## config.mk

```make
export PLATFORM = sky130hd
export DESIGN_NAME = rv32i_load_unit_flat
export DESIGN_NICKNAME = d
export VERILOG_FILES = /design/src/rtl/rv32i_load_unit_if.sv /design/src/rtl/rv32i_load_unit.sv /design/src/flat_wrapper.sv
export SDC_FILE = /design/constraint.sdc
export NUM_CORES = 1
export LEC_CHECK = 0
export ABC_AREA = 1
export CORE_AREA = 2 2 111 70
export CTS_BUF_LIST = sky130_fd_sc_hd__clkbuf_4 sky130_fd_sc_hd__clkbuf_8
export DETAILED_ROUTE_END_ITERATION = 10
export DIE_AREA = 0 0 113 72
export DONT_BUFFER_PORTS = 1
export PLACE_DENSITY = 0.7
export SKIP_CTS_REPAIR_TIMING = 1
export SYNTH_ARGS = -nofsm -noshare
export SYNTH_HDL_FRONTEND = slang
export SYNTH_SLANG_ARGS = --single-unit
```

## constraint.sdc

```tcl
create_clock -name clk -period 2.6 [get_ports clk]
set_clock_uncertainty 0.1 [all_clocks]
set_input_delay 0.13 -clock clk [delete_from_list [all_inputs] [get_ports clk]]
set_output_delay 0.13 -clock clk [all_outputs]
set_load 0.02 [all_outputs]
```

## src/rtl/rv32i_load_unit_if.sv

```systemverilog
// Load-unit bus bundle: execute-stage load request channel plus data-memory read channel.
interface rv32i_load_unit_if;
  logic        req_valid;
  logic        req_ready;
  logic [31:0] req_addr;
  logic [2:0]  req_funct3;
  logic [4:0]  req_rd;
  logic        mem_rd_valid;
  logic        mem_rd_ready;
  logic [31:0] mem_addr;
  logic        mem_resp_valid;
  logic [31:0] mem_resp_data;

  modport slave (
    input  req_valid, req_addr, req_funct3, req_rd,
    output req_ready,
    output mem_rd_valid, mem_addr,
    input  mem_rd_ready, mem_resp_valid, mem_resp_data
  );

  modport master (
    output req_valid, req_addr, req_funct3, req_rd,
    input  req_ready,
    input  mem_rd_valid, mem_addr,
    output mem_rd_ready, mem_resp_valid, mem_resp_data
  );
endinterface

```

## src/rtl/rv32i_load_unit.sv

```systemverilog
// RV32I load unit: one load in flight, fetches the aligned word, extracts/extends the
// addressed byte/half/word and writes it back to the register file.
module rv32i_load_unit #(
  parameter int unsigned REG_NUM = 16
) (
  input  logic             clk,
  input  logic             rst_n,
  rv32i_load_unit_if.slave bus,
  input  logic [4:0]       i_rs1_addr,
  input  logic [4:0]       i_rs2_addr,
  output logic             o_rd_we,
  output logic [4:0]       o_rd_addr,
  output logic [31:0]      o_rd_data,
  output logic             o_load_hazard,
  output logic             o_misaligned,
  output logic             o_busy
);

  localparam int unsigned XLEN   = 32;
  localparam int unsigned RIDX_W = 5;
  localparam int unsigned F3_W   = 3;

  localparam logic [F3_W-1:0] F3_LB  = 3'b000;
  localparam logic [F3_W-1:0] F3_LH  = 3'b001;
  localparam logic [F3_W-1:0] F3_LW  = 3'b010;
  localparam logic [F3_W-1:0] F3_LBU = 3'b100;
  localparam logic [F3_W-1:0] F3_LHU = 3'b101;

  // One-hot so every state-derived output comes straight off a flop.
  typedef enum logic [3:0] {
    S_IDLE = 4'b0001,
    S_REQ  = 4'b0010,
    S_WAIT = 4'b0100,
    S_WB   = 4'b1000
  } state_e;

  state_e              r_state;
  state_e              w_state_nxt;
  logic [XLEN-1:0]     r_addr;
  logic [F3_W-1:0]     r_funct3;
  logic [RIDX_W-1:0]   r_rd;
  logic [XLEN-1:0]     r_rd_data;
  logic                r_misaligned;

  logic                w_legal;
  logic                w_accept;
  logic                w_fault;
  logic                w_capture;
  logic [7:0]          w_byte;
  logic [15:0]         w_half;
  logic [XLEN-1:0]     w_load_data;

  // With 16 registers the index MSB is forced to zero.
  function automatic logic [RIDX_W-1:0] mask_idx(input logic [RIDX_W-1:0] idx);
    if (REG_NUM == 16) mask_idx = {1'b0, idx[3:0]};
    else               mask_idx = idx;
  endfunction

  // State register and latched load context
  always_ff @(posedge clk) begin
    if (!rst_n) begin
      r_state      <= S_IDLE;
      r_addr       <= '0;
      r_funct3     <= '0;
      r_rd         <= '0;
      r_rd_data    <= '0;
      r_misaligned <= 1'b0;
    end else begin
      r_state      <= w_state_nxt;
      r_misaligned <= w_fault;
      if (w_accept) begin
        r_addr   <= bus.req_addr;
        r_funct3 <= bus.req_funct3;
        r_rd     <= mask_idx(bus.req_rd);
      end
      if (w_capture) r_rd_data <= w_load_data;
    end
  end

  // Next-state logic
  always_comb begin
    w_state_nxt = r_state;
    case (r_state)
      S_IDLE:  if (w_accept) w_state_nxt = S_REQ;
      S_REQ:   if (bus.mem_rd_ready) w_state_nxt = S_WAIT;
      S_WAIT:  if (bus.mem_resp_valid) w_state_nxt = S_WB;
      S_WB:    w_state_nxt = S_IDLE;
      default: w_state_nxt = S_IDLE;
    endcase
  end

  // Request legality and per-state control strobes
  always_comb begin
    w_legal   = 1'b0;
    w_accept  = 1'b0;
    w_fault   = 1'b0;
    w_capture = 1'b0;
    case (bus.req_funct3)
      F3_LB, F3_LBU: w_legal = 1'b1;
      F3_LH, F3_LHU: w_legal = !bus.req_addr[0];
      F3_LW:         w_legal = (bus.req_addr[1:0] == 2'b00);
      default:       w_legal = 1'b0;
    endcase
    if ((r_state == S_IDLE) && bus.req_valid) begin
      w_accept = w_legal;
      w_fault  = !w_legal;
    end
    w_capture = (r_state == S_WAIT) && bus.mem_resp_valid;
  end

  // Lane select and extension of the returned word
  always_comb begin
    w_byte      = 8'(bus.mem_resp_data >> {r_addr[1:0], 3'b000});
    w_half      = 16'(bus.mem_resp_data >> {r_addr[1], 4'b0000});
    w_load_data = bus.mem_resp_data;
    case (r_funct3)
      F3_LB:   w_load_data = {{24{w_byte[7]}}, w_byte};
      F3_LH:   w_load_data = {{16{w_half[15]}}, w_half};
      F3_LBU:  w_load_data = {24'h000000, w_byte};
      F3_LHU:  w_load_data = {16'h0000, w_half};
      default: w_load_data = bus.mem_resp_data;
    endcase
  end

  assign bus.req_ready    = (r_state == S_IDLE);
  assign bus.mem_rd_valid = (r_state == S_REQ);
  assign bus.mem_addr     = {r_addr[XLEN-1:2], 2'b00};

  assign o_busy        = (r_state != S_IDLE);
  assign o_rd_we       = (r_state == S_WB) && (r_rd != '0);
  assign o_rd_addr     = r_rd;
  assign o_rd_data     = r_rd_data;
  assign o_misaligned  = r_misaligned;
  assign o_load_hazard = o_busy && (r_rd != '0) &&
                         ((mask_idx(i_rs1_addr) == r_rd) || (mask_idx(i_rs2_addr) == r_rd));

endmodule

```

## src/flat_wrapper.sv

```systemverilog
// flat-port wrapper written by rule: the top's interface ports become plain ports
module rv32i_load_unit_flat 
#(
  parameter int unsigned REG_NUM = 16
)
  (clk, rst_n, i_rs1_addr, i_rs2_addr, o_rd_we, o_rd_addr, o_rd_data, o_load_hazard, o_misaligned, o_busy, bus_req_valid, bus_req_addr, bus_req_funct3, bus_req_rd, bus_req_ready, bus_mem_rd_valid, bus_mem_addr, bus_mem_rd_ready, bus_mem_resp_valid, bus_mem_resp_data);
  rv32i_load_unit_if bus_i ();
  input  logic clk;
  input  logic rst_n;
  input  logic [4:0] i_rs1_addr;
  input  logic [4:0] i_rs2_addr;
  output logic o_rd_we;
  output logic [4:0] o_rd_addr;
  output logic [31:0] o_rd_data;
  output logic o_load_hazard;
  output logic o_misaligned;
  output logic o_busy;
  input wire logic [$bits(bus_i.req_valid)-1:0] bus_req_valid;
  input wire logic [$bits(bus_i.req_addr)-1:0] bus_req_addr;
  input wire logic [$bits(bus_i.req_funct3)-1:0] bus_req_funct3;
  input wire logic [$bits(bus_i.req_rd)-1:0] bus_req_rd;
  output wire logic [$bits(bus_i.req_ready)-1:0] bus_req_ready;
  output wire logic [$bits(bus_i.mem_rd_valid)-1:0] bus_mem_rd_valid;
  output wire logic [$bits(bus_i.mem_addr)-1:0] bus_mem_addr;
  input wire logic [$bits(bus_i.mem_rd_ready)-1:0] bus_mem_rd_ready;
  input wire logic [$bits(bus_i.mem_resp_valid)-1:0] bus_mem_resp_valid;
  input wire logic [$bits(bus_i.mem_resp_data)-1:0] bus_mem_resp_data;
  assign bus_i.req_valid = bus_req_valid;
  assign bus_i.req_addr = bus_req_addr;
  assign bus_i.req_funct3 = bus_req_funct3;
  assign bus_i.req_rd = bus_req_rd;
  assign bus_req_ready = bus_i.req_ready;
  assign bus_mem_rd_valid = bus_i.mem_rd_valid;
  assign bus_mem_addr = bus_i.mem_addr;
  assign bus_i.mem_rd_ready = bus_mem_rd_ready;
  assign bus_i.mem_resp_valid = bus_mem_resp_valid;
  assign bus_i.mem_resp_data = bus_mem_resp_data;
  rv32i_load_unit #(.REG_NUM(REG_NUM)) u_core (.clk(clk), .rst_n(rst_n), .bus(bus_i), .i_rs1_addr(i_rs1_addr), .i_rs2_addr(i_rs2_addr), .o_rd_we(o_rd_we), .o_rd_addr(o_rd_addr), .o_rd_data(o_rd_data), .o_load_hazard(o_load_hazard), .o_misaligned(o_misaligned), .o_busy(o_busy));
endmodule
```

==> impl_metrics.py, run 1 <==
metrics = {
    "sta": {
        "setup_viol": 0,
        "rsz0062_at_grt": "false",
        "tns_ns": 0,
        "fin_crit_sh": 0.7280,
        "hold_violations": 2,
        "worst_pin_slew_ns": 0.7931,
        "fin_crit_ns": 1.893,
        "slew_headroom": 0.4712,
        "fmax_mhz": 528.3,
        "holdWs_ns": -0.04950,
        "post-route-worst-setup-slack_ns": 0.7072,
        "slew_viol_final": 0,
    },
    "setup_path": {
        "r2r_end": "u_core.o_rd_data[1]$_SDFFE_PN0P_",
        "r2r_setup_slack_ns": 0.71,
        "r2r-start": "u_core.r_state[1]$_SDFFE_PN0P_",
        "cp-end-kind": "flop",
        "crit_path_max_fanout": 41,
        "r2r_cells": 6,
        "critPathLaunchType": "flop",
        "crit_arrival_ns": 2.07,
        "cp.required_ns": 2.78,
        "setup.worst_path.class": "flop to flop",
    },
    "logic_synthesis": {
        "synth_seq_cells": 76,
        "syn_avg_cell_area_um2": 6.988,
        "yosys.area_share.simple": 0.2373,
        "synth_adder_area_share": 0,
        "async_flop_share": 0,
        "synthDistinctLibCells": 31,
        "synth-edff-count": 0,
        "synthesis.area_um2": 3906,
        "ys_seq_area_frac": 0.3895,
        "synthFlopType": "dfxtp_1",
        "synth_top_family_by_area": "simple AND/OR/NAND/NOR gates",
        "yosysMostFrequentCell": "nand2_1",
        "ys_warn_count": 0,
        "synthMuxAreaShare": 0,
        "synthCells": 559,
        "synth_area_leaders": "dfxtp_1 39%, o21ai_0 11%, nand2_1 9.8%",
        "synth_compound_gate_area_share": 0.1983,
        "yosys.area.top_type_share": 0.3895,
        "synth-xor-area-share": 0.01794,
        "yosysTopAreaCell": "dfxtp_1",
        "synth_commonest_cells": "102 x nand2_1, 85 x o21ai_0, 78 x nor2_1",
    },
    "layout": {
        "areaGrowthSynthToFinish_pct": 15.79,
        "layout-drive-gt1-share": 0.08076,
        "layout.nets": 664,
        "n_antenna_cell": 0,
        "fillCellCount": 631,
        "stdcell_count": 673,
    },
    "cts": {
        "worstSkewPairLatency_ns": 0.35,
        "clock-sinks": 76,
        "h-tree-depth": 3,
        "cts_root_buf": "clkbuf_8",
        "cts_tree": "yes",
        "path_clk_slew_ns": 0.08,
        "clock_path_buffers": 2,
        "cts_buffers": 9,
    },
    "die": {
        "rows": 24,
        "dieWidth_um": 113,
        "core_area_um2": 7087,
        "initial_core_util": 0.5512,
        "die-area_um2": 8136,
        "fp.dieH_um": 72,
        "io_pins": 162,
    },
    "power_and_ir_drop": {
        "ir_worst_vdd_v": 0.0003798,
        "pwr_density_cell_nw_per_um2": 610.1,
        "p_leak_nw": 2.041,
    },
    "placed_design": {
        "portBuffers": 0,
        "post-place-ws_ns": 0.7545,
        "placedCellCount": 592,
        "gp_congestion": 0.9425,
        "dp_hpwl_um": 6696,
    },
    "global_routing": {
        "overflow": 0,
        "grt_pass1_wl_um": 15260,
        "grt_max_degree": 74,
        "grt_util_all_layers": 0.2362,
        "antenna_found_initial": 0,
        "grt_pass1_vias": 3101,
    },
    "status": {
        "failed_checks": "DRC, hold timing",
        "outcome": "finished, violations left",
    },
    "routing": {
        "post_drt_wl_per_cell_um": 15.40,
        "vias": 3529,
        "viasPerCell": 5.244,
        "finalWirelength_um": 10370,
        "drc": 9,
        "postRouteAntennaNets": 0,
        "dr.pass1.iters": 9,
        "dr.first_iter.drc_count": 330,
    },
    "min_path": {
        "min_path_cells": 4,
        "hp-class": "input pin to flop",
        "holdPathEnd": "u_core.o_rd_data[8]$_SDFFE_PN0P_",
        "holdCritStartpoint": "bus_mem_resp_data[8]",
    },
    "job": {
        "max_cap_violations": 0,
    },
}
worst max-delay path by stage:
stage / from / end / slack, ns / depth (start not counted)
floorplan: u_core.r_state[2]$_SDFFE_PN0P_ / u_core.o_rd_addr[0]$_SDFFE_PN0P_ / 1.22 / 9
global placement: u_core.r_state[2]$_SDFFE_PN0P_ / u_core.r_funct3[1]$_SDFFE_PN0P_ / 0.80 / 7
detailed placement: u_core.r_state[2]$_SDFFE_PN0P_ / u_core.r_funct3[1]$_SDFFE_PN0P_ / 0.75 / 7
CTS: u_core.o_rd_addr[3]$_SDFFE_PN0P_ / o_load_hazard / 0.73 / 3
global route: u_core.r_state[1]$_SDFFE_PN0P_ / u_core.o_rd_data[1]$_SDFFE_PN0P_ / 0.48 / 6
finish: u_core.r_state[1]$_SDFFE_PN0P_ / u_core.o_rd_data[1]$_SDFFE_PN0P_ / 0.71 / 6
critical path, stage by stage, from the launching register on:
cell and delay, ns:
dfxtp_1 0.35, nor2_2 0.14, nand4_2 0.12, inv_2 0.46, buf_4 0.35, o21ai_0 0.11
a21oi_1 0.17
placed cells by master (no fill, tap or decap), drive strengths merged, types with 2 or more instances in the layout:
master,n
and3,8
buf,5
dfxtp,76
xnor2,8
clkinv,2
clkbuf,10
a21oi,23
clkinvlp,2
bufinv,2
o21ai,95
dlygate4sd3,64
inv,49
nand3,6
nand4,3
nand2,105
a31oi,9
conb,3
nor2,94
o21a,16
through the flow:
step	power (mW)	util	hold slack, ns	cell area, um2
global placement	1.670	0.5129	0.1117	3635
finish	2.760	0.6382	-0.04950	4523
floorplan	1.689	-	0.1685	3914
global route	2.896	0.6382	0.01051	4523
CTS	2.685	0.5440	-0.2690	3855
detailed placement	1.682	0.5129	0.1151	3635
cell type report:
| cell class | instances | area (um2) | share of cell area |
|---|---|---|---|
| clock buffer | 10 | 131.4 | 0.02905 |
| sequential | 76 | 1521 | 0.3364 |
| inverter | 49 | 186.4 | 0.04122 |
| multi-input combinational | 372 | 1783 | 0.3942 |
| tap | 91 | 113.9 | 0.02517 |
| clock inverter | 6 | 88.84 | 0.01964 |
| timing repair buffer | 69 | 698.2 | 0.1544 |
per-layer routing:
| metal | global-route usage | routed length, um |
|---|---|---|
| met1 | 0.3222 | 4798 |
| met3 | 0.1044 | 1063 |
| met4 | 0.06098 | 98 |
| met5 | 0 | 0 |
| met2 | 0.3433 | 4405 |
power by group:
part           internal [mW]  total, mW  switching, mW
logic                  0.183      0.446          0.263
registers               1.22       1.32          0.101
clock network          0.551      0.998          0.447
registers in the layout, summed over array words and instances, names as in the netlist:
register	flops
u_core.o_misaligned	1
u_core.r_addr	32
u_core.r_funct3	3
u_core.o_rd_data	32
u_core.o_rd_addr	4
u_core.r_state	4
kinds of logic after synthesis:
| group | count (synthesis) |
|---|---|
| other | 1 |
| AOI/OAI and AO/OA | 144 |
| xor gates and xnor gates | 8 |
| DFF | 76 |
| and+or+nand+nor | 217 |
| buffers and inverters | 113 |
No activity file was read; power rests on OpenSTA's default activity.
==> run 2: changes to the inputs <==
--- a/config.mk
+++ b/config.mk
@@ -11,7 +11,7 @@
 export DETAILED_ROUTE_END_ITERATION = 10
 export DIE_AREA = 0 0 113 72
 export DONT_BUFFER_PORTS = 1
-export PLACE_DENSITY = 0.7
+export PLACE_DENSITY = 0.73
 export SKIP_CTS_REPAIR_TIMING = 1
 export SYNTH_ARGS = -nofsm -noshare
 export SYNTH_HDL_FRONTEND = slang
==> constraint.sdc (replaced) <==
create_clock -name clk -period 1.6 [get_ports clk]
set_clock_uncertainty 0.1 [all_clocks]
set_input_delay 0.08 -clock clk [delete_from_list [all_inputs] [get_ports clk]]
set_output_delay 0.08 -clock clk [all_outputs]
set_load 0.02 [all_outputs]
==> impl_metrics.py, run 2 (synthesized netlist as in run 1, its figures left out) <==
metrics = {
    "sta": {
        "fin_crit_sh": 1.005,
        "holdWs_ns": -0.05998,
        "setup_viol": 1,
        "fin_crit_ns": 1.608,
        "fmax_mhz": 621.9,
        "hold_violations": 7,
        "tns_ns": -0.008075,
        "post-route-worst-setup-slack_ns": -0.008075,
        "slew_viol_final": 0,
    },
    "min_path": {
        "holdCritStartpoint": "bus_mem_resp_data[15]",
        "hp-class": "input pin to flop",
        "holdPathEnd": "u_core.o_rd_data[15]$_SDFFE_PN0P_",
        "min_path_cells": 4,
    },
    "setup_path": {
        "cp.required_ns": 1.73,
        "r2r_setup_slack_ns": -0.008,
        "cp-end-kind": "flop",
        "r2r_end": "u_core.o_rd_data[3]$_SDFFE_PN0P_",
        "crit_path_max_fanout": 9,
        "critPathLaunchType": "flop",
        "r2r-start": "u_core.r_funct3[0]$_SDFFE_PN0P_",
        "r2r_cells": 6,
        "setup.worst_path.class": "flop to flop",
        "crit_arrival_ns": 1.74,
    },
    "global_routing": {
        "overflow": 0,
        "grt_max_degree": 74,
        "antenna_found_initial": 0,
        "grt_pass1_wl_um": 14950,
        "grt_pass1_vias": 3055,
        "grt_util_all_layers": 0.2314,
    },
    "cts": {
        "path_clk_slew_ns": 0.08,
        "clock-sinks": 76,
        "cts_root_buf": "clkbuf_8",
        "cts_buffers": 9,
        "cts_tree": "yes",
        "h-tree-depth": 3,
        "clock_path_buffers": 2,
        "worstSkewPairLatency_ns": 0.35,
    },
    "layout": {
        "areaGrowthSynthToFinish_pct": 21.01,
        "mostFrequentLayoutCells": "101 x nand2_1, 84 x o21ai_0, 78 x nor2_1, 70 x dfxtp_1, 67 x dlygate4sd3_1",
        "seq_area_um2": 1531,
        "layout-drive-gt1-share": 0.1135,
        "multi_input_area_um2": 1795,
        "fillCellCount": 624,
        "mostFrequentLayoutCell": "nand2_1",
        "stdcell_area_um2": 4727,
        "layout.nets": 681,
        "n_antenna_cell": 0,
    },
    "status": {
        "failed_checks": "DRC, hold timing, setup timing",
        "outcome": "finished, violations left",
    },
    "power_and_ir_drop": {
        "p_total_mw": 4.572,
        "pwr_density_cell_nw_per_um2": 967.1,
        "ir_worst_vdd_v": 0.0006023,
        "p_leak_nw": 2.157,
    },
    "routing": {
        "finalWirelength_um": 10570,
        "vias": 3649,
        "dr.first_iter.drc_count": 265,
        "postRouteAntennaNets": 0,
        "viasPerCell": 5.288,
        "drc": 10,
        "post_drt_wl_per_cell_um": 15.31,
        "dr.pass1.iters": 8,
    },
    "die": {
        "rows": 24,
        "io_pins": 162,
        "fp.dieH_um": 72,
        "initial_core_util": 0.5512,
        "core_area_um2": 7087,
        "die-area_um2": 8136,
        "dieWidth_um": 113,
    },
    "placed_design": {
        "place_area_um2": 3777,
        "dp_hpwl_um": 6786,
        "portBuffers": 0,
        "gp_congestion": 0.8912,
    },
    "job": {
        "max_cap_violations": 0,
    },
}
run 2: per-stage QoR:
step / hold WS (ns) / worst slack, ns / util / std cells
finish: -0.05998 / -0.008075 / 0.6670 / 690
global route: 0.0001552 / -0.1298 / 0.6670 / 690
CTS: -0.3089 / -0.01907 / 0.5648 / 622
detailed placement: 0.06859 / 0.07645 / 0.5330 / 606
global placement: 0.06320 / 0.1390 / 0.5330 / 606
floorplan: 0.1185 / 0.2155 / - / 561
run 2: worst max path at each step:
| stage | from | end | slack (ns) | depth (start not counted) |
|---|---|---|---|---|
| CTS | u_core.r_state[2]$_SDFFE_PN0P_ | o_load_hazard | -0.02 | 6 |
| detailed placement | u_core.r_state[2]$_SDFFE_PN0P_ | u_core.r_addr[12]$_SDFFE_PN0P_ | 0.08 | 7 |
| floorplan | u_core.r_state[2]$_SDFFE_PN0P_ | u_core.o_rd_addr[0]$_SDFFE_PN0P_ | 0.22 | 9 |
| global placement | u_core.r_funct3[0]$_SDFFE_PN0P_ | u_core.o_rd_data[0]$_SDFFE_PN0P_ | 0.14 | 6 |
| finish | u_core.r_funct3[0]$_SDFFE_PN0P_ | u_core.o_rd_data[3]$_SDFFE_PN0P_ | -0.008 | 6 |
| global route | u_core.r_funct3[0]$_SDFFE_PN0P_ | u_core.o_rd_data[3]$_SDFFE_PN0P_ | -0.13 | 6 |
run 2: area by class of cell:
cell class / count / area share
Clock buffer: 12 / 0.03229
Clock inverter: 4 / 0.01535
Inverter: 49 / 0.03944
Multi-Input combinational cell: 372 / 0.3798
Sequential cell: 76 / 0.3240
Tap cell: 91 / 0.02409
Timing Repair Buffer: 86 / 0.1850
run 2: metal layers:
layer	up-vias	track usage	routed length (um)
met5	-	0	0
met4	0	0.07046	240
met3	27	0.08772	1085
met2	174	0.3307	4510
met1	1628	0.3250	4729
li1	1820	-	-
run 2: power breakdown:
part	switching (mW)	total, mW	internal (mW)	leakage, nW
clock network	0.685	1.64	0.954	0.113
logic	0.462	0.809	0.347	1.42
registers	0.149	2.12	1.98	0.621
run 2: critical path, cell delays in order (launching register included):
cell and delay (ns):
dfxtp_1 0.39, inv_1 0.10, nand2_2 0.14, nand2_1 0.16, and3_1 0.20, o21ai_0 0.28
a21oi_1 0.11
==> run 3: changes to the inputs <==
--- a/config.mk
+++ b/config.mk
@@ -6,12 +6,14 @@
 export NUM_CORES = 1
 export LEC_CHECK = 0
 export ABC_AREA = 1
+export CAP_MARGIN = 20
 export CORE_AREA = 2 2 111 70
 export CTS_BUF_LIST = sky130_fd_sc_hd__clkbuf_4 sky130_fd_sc_hd__clkbuf_8
 export DETAILED_ROUTE_END_ITERATION = 10
 export DIE_AREA = 0 0 113 72
 export DONT_BUFFER_PORTS = 1
 export PLACE_DENSITY = 0.73
+export SETUP_SLACK_MARGIN = 0.4
 export SKIP_CTS_REPAIR_TIMING = 1
 export SYNTH_ARGS = -nofsm -noshare
 export SYNTH_HDL_FRONTEND = slang
==> impl_metrics.py, run 3 (synthesized netlist as in run 1, its figures left out) <==
metrics = {
    "placed_design": {
        "dp_hpwl_um": 7055,
        "placedCellCount": 601,
        "gp_congestion": 0.9685,
        "portBuffers": 0,
    },
    "status": {
        "outcome": "finished, violations left",
        "failed_checks": "DRC, hold timing",
    },
    "layout": {
        "stdcell_count": 657,
        "mostFrequentLayoutCells": "94 x nand2_1, 71 x nor2_1, 64 x dfxtp_1, 58 x o21ai_0, 38 x inv_1",
        "layout.nets": 648,
        "seq_area_um2": 1554,
        "layout-drive-gt1-share": 0.2491,
        "fillCellCount": 606,
        "n_antenna_cell": 0,
        "multi_input_area_um2": 2088,
        "areaGrowthSynthToFinish_pct": 23.99,
        "mostFrequentLayoutCell": "nand2_1",
    },
    "die": {
        "rows": 24,
        "fp.dieH_um": 72,
        "die-area_um2": 8136,
        "dieWidth_um": 113,
        "io_pins": 162,
        "core_area_um2": 7087,
        "initial_core_util": 0.5512,
    },
    "setup_path": {
        "cpPeakStageDelay_ns": 0.40,
        "crit_family": "flip-flops",
        "path_cells": "nor2_4 -> nand2_4 -> buf_6 -> nand2_1 -> a21oi_4",
        "cp.depth": 5,
        "cp.required_ns": 1.42,
        "cp-end-kind": "primary output",
        "crit_arrival_ns": 1.36,
        "crit_buf_inv": 1,
        "critPathLaunchType": "flop",
        "r2r_setup_slack_ns": 0.09,
        "setup.worst_path.class": "flop to primary output",
        "critical-path-slowest-cell": "dfxtp_2",
        "r2r_cells": 8,
        "crit_path_max_fanout": 4,
    },
    "routing": {
        "postRouteAntennaNets": 0,
        "drc": 10,
        "vias": 3688,
        "post_drt_wl_per_cell_um": 17.92,
        "dr.pass1.iters": 8,
        "dr.first_iter.drc_count": 316,
        "viasPerCell": 5.613,
        "finalWirelength_um": 11770,
    },
    "global_routing": {
        "grt_max_degree": 74,
        "overflow": 0,
        "grt_pass1_wl_um": 15280,
        "grt_pass1_vias": 3182,
        "grt_util_all_layers": 0.2377,
        "antenna_found_initial": 0,
    },
    "power_and_ir_drop": {
        "sw_frac_of_total": 0.3016,
        "p_leak_nw": 2.183,
        "power.switching_mw": 1.437,
        "intPower_mw": 3.328,
        "p_comb_frac": 0.190,
        "pwr-share-clk": 0.357,
        "ir_worst_vdd_v": 0.0008547,
        "pwr_density_cell_nw_per_um2": 983.8,
        "p_seq_frac": 0.453,
    },
    "sta": {
        "holdWs_ns": -0.2806,
        "fin_crit_ns": 1.536,
        "setup_viol": 0,
        "fin_crit_sh": 0.9600,
        "tns_ns": 0,
        "rsz0062_at_grt": "true",
        "slew_viol_final": 0,
        "hold_violations": 72,
        "fmax_mhz": 651.0,
    },
    "cts": {
        "clock-sinks": 76,
        "cts_tree": "yes",
        "cts_buffers": 9,
        "clock_path_buffers": 2,
        "h-tree-depth": 3,
        "path_clk_slew_ns": 0.08,
        "worstSkewPairLatency_ns": 0.36,
        "cts_root_buf": "clkbuf_8",
    },
    "min_path": {
        "hp-class": "input pin to flop",
        "min_path_cells": 1,
    },
    "job": {
        "max_cap_violations": 0,
    },
}
## run 3: final cells by class
| cell class | count | share of cell area |
|---|---|---|
| multi-input cells | 375 | 0.4312 |
| well taps | 91 | 0.02351 |
| repair inverters | 2 | 0.002842 |
| flip-flops and latches | 76 | 0.3208 |
| clock inverters | 5 | 0.01705 |
| clock buffers | 11 | 0.03126 |
| inverters | 49 | 0.04650 |
| repair buffers | 48 | 0.1268 |
## run 3: worst paths after layout
| path | from | end |
|---|---|---|
| max | u_core.r_state[2]$_SDFFE_PN0P_ | o_load_hazard |
| min | rst_n | u_core.r_state[0]$_SDFFE_PN1P_ |
| max reg2reg | u_core.r_state[0]$_SDFFE_PN1P_ | u_core.r_addr[0]$_SDFFE_PN0P_ |
| min reg2reg | u_core.r_funct3[0]$_SDFFE_PN0P_ | u_core.r_funct3[0]$_SDFFE_PN0P_ |
## run 3: power groups by stage
stage | sequential [mW] | combinational [mW] | clock [mW]
after floorplan | 2.09 | 0.704 | 0
final | 2.16 | 0.906 | 1.70
after CTS | 2.14 | 0.605 | 1.74
after detailed placement | 2.19 | 0.603 | 0
after global placement | 2.18 | 0.585 | 0
after global routing | 2.17 | 0.986 | 1.82
## run 3: metal layers
layer / vias up / track usage / share of wire
li1: 1762 / - / -
met1: 1711 / 0.3152 / 0.45
met2: 204 / 0.3626 / 0.44
met3: 11 / 0.09440 / 0.10
met4: 0 / 0.06775 / 0.012
met5: - / 0 / 0
## run 3: per-stage QoR
stage          total power [mW]  cell area, um2  setup slack, ns    util  hold slack [ns]
3_3_place_gp              2.768            3810           0.1223  0.5376          0.06142
3_5_place_dp              2.792            3810          0.07045  0.5376          0.07454
5_1_grt                   4.972            4843          0.01026  0.6834          -0.3091
2_1_floorplan             2.791            4031           0.2542       -           0.1153
4_1_cts                   4.491            4044          0.01557  0.5706          -0.3121
6_report                  4.765            4843          0.06398  0.6834          -0.2806
